**config.mk**
```make
export PLATFORM = sky130hd
export DESIGN_NAME = secded_stream_decoder
export DESIGN_NICKNAME = d
export VERILOG_FILES = /design/src/rtl/secded_stream_decoder.sv
export SDC_FILE = /design/constraint.sdc
export NUM_CORES = 1
export LEC_CHECK = 0
export CAP_MARGIN = 20
export CORE_ASPECT_RATIO = 1.2
export CORE_MARGIN = 8
export CORE_UTILIZATION = 46
export CTS_BUF_LIST = sky130_fd_sc_hd__clkbuf_16
export CTS_CLUSTER_SIZE = 8
export DETAILED_ROUTE_END_ITERATION = 10
export PLACE_DENSITY_LB_ADDON = 0.12
export SLEW_MARGIN = 5
export SYNTH_ARGS = -nofsm -noshare
export SYNTH_HDL_FRONTEND = slang
export SYNTH_SLANG_ARGS = --single-unit
```
**constraint.sdc**
```tcl
create_clock -name clock -period 1.6 [get_ports clock]
set_input_delay 0.32 -clock clock [delete_from_list [all_inputs] [get_ports clock]]
set_output_delay 0.32 -clock clock [all_outputs]
set_load 0.005 [all_outputs]
```
**src/rtl/secded_stream_decoder.sv**
```systemverilog
// Two-stage pipelined extended-Hamming SECDED decoder on a valid/ready stream,
// with saturating error counters and a sticky uncorrectable-error flag.
module secded_stream_decoder #(
  parameter  int DATA_W  = 8,
  parameter  int COUNT_W = 16,
  localparam int P       = (DATA_W <= 4)  ? 3 :
                           (DATA_W <= 11) ? 4 :
                           (DATA_W <= 26) ? 5 : 6,
  localparam int CODE_W  = DATA_W + P + 1
) (
  input  logic               clock,
  input  logic               reset_L,
  input  logic               in_valid,
  output logic               in_ready,
  input  logic [CODE_W-1:0]  in_code,
  output logic               out_valid,
  input  logic               out_ready,
  output logic [DATA_W-1:0]  out_data,
  output logic [CODE_W-1:0]  out_code,
  output logic [P-1:0]       out_syndrome,
  output logic               out_1bit_err,
  output logic               out_2bit_err,
  input  logic               cnt_clear,
  output logic [COUNT_W-1:0] single_cnt,
  output logic [COUNT_W-1:0] double_cnt,
  output logic               sticky_2bit
);

  localparam logic [P-1:0]       MAX_POS = P'(CODE_W - 1);
  localparam logic [COUNT_W-1:0] CNT_MAX = '1;

  logic              s1_valid;
  logic              s2_valid;
  logic              s1_adv;
  logic              s2_adv;
  logic [CODE_W-1:0] s1_code;
  logic [P-1:0]      s1_syn;
  logic              s1_par;
  logic [P-1:0]      in_syn;
  logic [CODE_W-1:0] fix_code;
  logic [DATA_W-1:0] fix_data;
  logic              fix_1;
  logic              fix_2;
  logic              xfer;

  assign s2_adv   = !s2_valid || out_ready;
  assign s1_adv   = !s1_valid || s2_adv;
  assign in_ready = s1_adv;
  assign xfer     = s2_valid && out_ready;

  always_comb begin
    in_syn = '0;
    for (int i = 1; i < CODE_W; i++) begin
      for (int k = 0; k < P; k++) begin
        if (i[k]) in_syn[k] = in_syn[k] ^ in_code[i];
      end
    end
  end

  always_ff @(posedge clock or negedge reset_L) begin
    if (!reset_L) begin
      s1_valid <= 1'b0;
      s1_code  <= '0;
      s1_syn   <= '0;
      s1_par   <= 1'b0;
    end else if (s1_adv) begin
      s1_valid <= in_valid;
      if (in_valid) begin
        s1_code <= in_code;
        s1_syn  <= in_syn;
        s1_par  <= ^in_code;
      end
    end
  end

  // Odd parity with an in-range syndrome is the only correctable case.
  always_comb begin
    fix_code = s1_code;
    fix_1    = 1'b0;
    fix_2    = 1'b0;
    unique case (1'b1)
      (s1_syn == '0) && !s1_par: begin
      end
      (s1_syn == '0) && s1_par: begin
        fix_code[0] = !s1_code[0];
        fix_1       = 1'b1;
      end
      (s1_syn != '0) && s1_par && (s1_syn <= MAX_POS): begin
        for (int i = 1; i < CODE_W; i++) begin
          if (s1_syn == P'(i)) fix_code[i] = !s1_code[i];
        end
        fix_1 = 1'b1;
      end
      default: fix_2 = 1'b1;
    endcase
  end

  always_comb begin
    int j;
    j        = 0;
    fix_data = '0;
    for (int i = 3; i < CODE_W; i++) begin
      if ((i & (i - 1)) != 0) begin
        fix_data[j] = fix_code[i];
        j++;
      end
    end
  end

  always_ff @(posedge clock or negedge reset_L) begin
    if (!reset_L) begin
      s2_valid     <= 1'b0;
      out_code     <= '0;
      out_data     <= '0;
      out_syndrome <= '0;
      out_1bit_err <= 1'b0;
      out_2bit_err <= 1'b0;
    end else if (s2_adv) begin
      s2_valid <= s1_valid;
      if (s1_valid) begin
        out_code     <= fix_code;
        out_data     <= fix_data;
        out_syndrome <= s1_syn;
        out_1bit_err <= fix_1;
        out_2bit_err <= fix_2;
      end
    end
  end

  assign out_valid = s2_valid;

  always_ff @(posedge clock or negedge reset_L) begin
    if (!reset_L) begin
      single_cnt  <= '0;
      double_cnt  <= '0;
      sticky_2bit <= 1'b0;
    end else if (cnt_clear) begin
      single_cnt  <= '0;
      double_cnt  <= '0;
      sticky_2bit <= 1'b0;
    end else if (xfer) begin
      if (out_1bit_err && single_cnt != CNT_MAX)
        single_cnt <= single_cnt + 1'b1;
      if (out_2bit_err && double_cnt != CNT_MAX)
        double_cnt <= double_cnt + 1'b1;
      if (out_2bit_err)
        sticky_2bit <= 1'b1;
    end
  end

endmodule

```
; Yosys cells after proc, flatten, opt, wreduce, memory -nomap -nowiden
; Index checks and enable logic that the tools add are counted.
[word_totals]
wordCells = 112
regBits = 80
[classes]
bitwise = 18
mux = 25
n_lt_le_gt_ge = 1
n_addsub = 2
n_reduce_logical = 39
n_eq_ne = 14
[op_table]
columns = op, n
row1 = two-way mux 16 bit, 6
row2 = "adder 16 x 1 -> 16 bit, second input constant", 2
row3 = "inequality test 16 bit, second input constant", 2
row4 = "equality test 4 bit, second input constant", 5
row5 = two-way mux 1 bit, 18
row6 = bitwise XOR 1 bit, 18
row7 = "equality test 4 x 3 -> 1 bit, second input constant", 4
row8 = zero test 1 bit, 16
row9 = parity 13 bit, 1
row10 = two-way mux 12 bit, 1
row11 = AND reduction 2 bit, 5
row12 = "equality test 4 x 2 -> 1 bit, second input constant", 2
row13 = nonzero test 2 bit, 4
row14 = logical AND 1 bit, 7
row15 = "equality test 4 x 1 -> 1 bit, second input constant", 1
row16 = "<= comparator 4 bit, second input constant", 1
row17 = zero test 4 bit, 1
row18 = nonzero test 4 bit, 1
row19 = OR reduction 3 bit, 1
row20 = logical OR 1 bit, 2
row21 = OR reduction 2 bit, 1

; Longest topological paths before layout
[depth]
word_depth = 5
mapped_depth = 6

; Least setup slack after synthesis
; No wires, ideal clock.
[synth_timing]
path_kind = register to register
startpoint = register double_cnt[5]
endpoint = register double_cnt[8]
setup_time_ps = 132
path_slack_ps = 27
period_less_slack_ps = 1573
path_buffers = 0
arrival_ps = 1441
path_stages_with_launch = 6
cell_sequence = dfrtp_1 -> nand4_4 -> nor4_1 -> nor3_1 -> xnor2_1 -> nor2_1
[synth_via]
elab_chain_cells = 4
elab_cells_between_ends = 8
classes_between = add/sub (1) / eq/ne (1) / mux (3) / reduce/logical (3)
[synth_lines]
columns = element, line
row1 = "start, declared", 25  ; output logic [COUNT_W-1:0] double_cnt,
row2 = "start signal, assigned", 145  ; double_cnt <= double_cnt + 1'b1;
row3 = adder 16 x 1 -> 16 bit or inequality test 16 bit (tied branches), "145, 144"
row4 = two-way mux 16 bit or logical AND 1 bit (tied branches), 144  ; if (out_2bit_err && double_cnt != CNT_MAX)
row5 = two-way mux 16 bit or nonzero test 2 bit (tied branches), -
row6 = two-way mux 16 bit or AND reduction 2 bit (tied branches), -
; Parallel ways exist; a longest one is shown, timed or not. The select of a mux whose other input is x is not followed.
; A chain may end at the register's enable or synchronous reset.

; Final worst setup path
[layout_timing]
startpoint = register single_cnt[3]
endpoint = register single_cnt[13]
[layout_via]
elab_chain_cells = 4
elab_cells_between_ends = 8
classes_between = add/sub (1) / eq/ne (1) / mux (3) / reduce/logical (3)
[layout_lines]
columns = element, line
row1 = "start, declared", 24  ; output logic [COUNT_W-1:0] single_cnt,
row2 = "start signal, assigned", 143  ; single_cnt <= single_cnt + 1'b1;
row3 = adder 16 x 1 -> 16 bit or inequality test 16 bit (tied branches), "143, 142"
row4 = two-way mux 16 bit or logical AND 1 bit (tied branches), 142  ; if (out_1bit_err && single_cnt != CNT_MAX)
row5 = two-way mux 16 bit or nonzero test 2 bit (tied branches), -
row6 = two-way mux 16 bit or AND reduction 2 bit (tied branches), -
; Parallel ways exist; a longest one is shown, timed or not. The select of a mux whose other input is x is not followed.

==> summary.txt <==
Worst hold path
  • Worst hold path class: input pin to asynchronous set/reset pin

Setup path
  • CP Class: flop to flop
  • Buf/Inv on CP: 1
  • Critical Path End Type: flop
  • Kind of launch point of the worst setup path: flop
  • R2R Setup Slk: -0.01 ns
  • CP Cell Sequence: buf_4 > nand3_1 > nor3_2 > o211ai_1 > or4_1 > nand2_1
  • Critical Path Source: single_cnt[3]$_DFFE_PN0P_
  • Worst R2R Start: single_cnt[3]$_DFFE_PN0P_
  • Critical Path AT: 1.88 ns
  • CP max-delay cell: or4_1
  • Critical path's largest stage delay: around 0.43 ns
  • Critical path's top delay family: simple AND/OR/NAND/NOR gates
  • Req. time, crit path: 1.86 ns
  • Worst-path fanout max: 3

STA
  • Worst Setup Slack, final: -0.0125 ns
  • Slew headroom: roughly 72%
  • Final Hold Fails: 5
  • Final period util: 101%
  • Peak Freq: just over 0.6 GHz
  • Final Max Slew Viols: 0
  • Final clock skew: 0.00468 ns
  • Crit path time final: between 1.5 and 2 ns
  • RSZ-0062 raised after global routing: yes
  • Hold slack: -0.0119 ns
  • Slew @ Worst Pin: roughly 0.41 ns
  • # setup viols final: 1

Floorplan
  • Starting density of the core: a little under half
  • Total die area: 11,100 um2
  • Die Y: 114 um
  • Core area: between 7000 and 8000 um2
  • Num ports: 80
  • Die width: between 90 and 100 um
  • Row count: 35

Route
  • # DRC: 0
  • Wire per inst: roughly 15 um
  • Number of vias in the routed layout: between 3k and 4k
  • Pre-antenna DRT Iters: 4
  • Number of DRC markers in iteration 0: a little over 80
  • Post-Route WL: 9460 um
  • Via density: 5.12
  • ANT nets after route: 0

Yosys
  • Top-area cell type share of the netlist area: a little under 50%
  • Avg Cell Area, Syn: about 9.8 um2
  • Synth Instances: roughly 370
  • Synth area leader: dfrtp_1
  • Synthesized flop and latch total: 72
  • Synth area leaders: dfrtp_1 (49%), xnor2_1 (8.4%), xor2_1 (5.3%)
  • Synthesized net count: between 300 and 400
  • Mapped Area: 3660 um2
  • Yosys warnings: 0
  • Seq/Total Area, Yosys: between 40% and 50%
  • Number of distinct library cells after synthesis: 39

Layout
  • Post-Layout Cell Count: around 610
  • Nets: approximately 540
  • Area grow syn2layout: 50.0%
  • Commonest non-fill, non-tap cells in the layout: buf_4 (76), dfrtp_1 (72), nand2_1 (46), clkdlybuf4s50_1 (46), nor2_1 (42)
  • Most common cell after layout, fill and taps aside: buf_4
  • Antenna diodes: 0
  • Share of cells above drive strength 1: between 20% and 30%

Placement
  • Port-buffer cells: 79
  • RD Place Congestion: ~0.8
  • DP Worst Slack: -0.431 ns
  • HPWL after DPL: around 6700 um
  • Dpl cells: a little under 600

Clocking
  • CTS Hold Bufs: 0
  • Clk root buf: clkbuf_16
  • Num Clock Sinks: 72
  • CTS HTree Levels: 3
  • Clk slew on worst S/H paths: around 0.05 ns
  • CTS tree: yes
  • Worst-skew pair later-pin latency: between 0.3 and 0.4 ns
  • Longest Clk Path Bufs: 2
  • TritonCTS Buffers: 9

Global routing
  • Total grt overflow: 0
  • Initial antenna violation count: 0
  • Total GRT Usage: between 10% and 20%
  • Vias in the first global route: 3,368
  • Largest net degree at the start of global routing: 73
  • First-pass GRT wire length: 15,600 um

Status
  • Failing checks: negative hold slack, negative setup slack
  • Status: finished, violations left

Power
  • Leak: about 2.5 nW
  • Peak supply drop: 0.000733 V
  • PwrDens: between 1000 and 1500 nW/um2

Job
  • Max Cap Viol: 0
## report_power, final
part	internal (W)	switching (W)	total, W	leakage (nW)
Combinational	0.000802	0.000579	0.00138	1.46
Sequential	0.00208	0.000236	0.00231	0.928
Clock	0.00151	0.000738	0.00225	0.155
Total	0.00439	0.00155	0.00594	2.55
## cell usage after synthesis (all sizes together)
cell type and count:
or2 1, or3 1, xnor2 35, clkbuf 14, nand4 10, ha 2
inv 4, o21ai 29, and3 5, nand2b 7, and4 2, xor2 22
dfrtp 72, nor3 11, a21boi 1, and2 3, mux2i 4, nor4 5
a21oi 6, nor3b 2, nor2 43, o211ai 3, or4 1, o2111ai 1
nand2 47, nand3 14, nor2b 2, buf 9, mux2 14, nand3b 2
a41o 1
## registers in the layout, summed over array words and instances, names as in the netlist
register / flops
double_cnt: 16
out_1bit_err: 1
out_2bit_err: 1
out_code: 5
out_data: 8
out_syndrome: 4
out_valid: 1
s1_code: 13
s1_par: 1
s1_syn: 4
s1_valid: 1
single_cnt: 16
sticky_2bit: 1
## cell families after synthesis
logic type,count (synthesis),synth area share (%)
AOI/OAI and AO/OA,41,6.12
adders and majority gates,2,0.683
and+or+nand+nor,156,21.3
xor gates and xnor gates,57,13.6
DFF,72,49.2
muxes,18,5.40
buffers and inverters,27,3.66
## stage by stage
stage | power, W | util, % | setup TNS, ns | area, um2 | hold WS [ns]
after floorplan | 0.00298 | - | 0 | 3660 | 0.0244
after global placement | 0.00371 | 63.8 | -13.01 | 4920 | 0.380
after detailed placement | 0.00375 | 63.8 | -14.58 | 4920 | 0.383
after CTS | 0.00600 | 69.3 | -0.0155 | 5340 | 0.0403
after global routing | 0.00624 | 71.2 | -1.22 | 5490 | 0.0564
final | 0.00594 | 71.2 | -0.0125 | 5490 | -0.0119
## path summary, 6_finish.rpt
check                                              endpoint  cells after the start
worst min register to register  out_syndrome[1]$_DFFE_PN0P_                      2
max in group asynchronous         single_cnt[8]$_DFFE_PN0P_                      2
worst max-delay path             single_cnt[13]$_DFFE_PN0P_                      6
worst max register to register   single_cnt[13]$_DFFE_PN0P_                      6
min in group clock              out_syndrome[1]$_DFFE_PN0P_                      2
worst min-delay path              single_cnt[6]$_DFFE_PN0P_                      2
## worst register-to-register path, delay by kind of cell (launching register included)
kind,cells,cell delay (ns)
buf+inv,1,0.13
simple gates,4,0.89
flops,1,0.36
compound gates,1,0.17
## final cells by class
class                           instances  area [um2]
Clock buffer                            9         225
Tap cell                               92         115
Fill cell                             616        2220
Inverter                                4        15.0
Clock inverter                          6         109
Sequential cell                        72        1800
Timing Repair Buffer                  157        1370
Multi-Input combinational cell        274        1850
## routing by layer
metal | wire length [um] | track usage, % | vias to the layer above
met2 | 5220 | 32.0 | 71
met1 | 3720 | 18.0 | 1520
li1 | - | - | 1543
met4 | 142 | 6.88 | 0
met3 | 372 | 3.51 | 12
met5 | 0 | 0 | -
## repair_timing
action                                  4_1_cts  5_1_grt
pin swaps                                     1       18
endpoints found under the setup margin       56       32
gates resized for setup                      36       26
setup buffers                                13        8
gates cloned                                  0        0
Power figures use the tool's default switching activity.
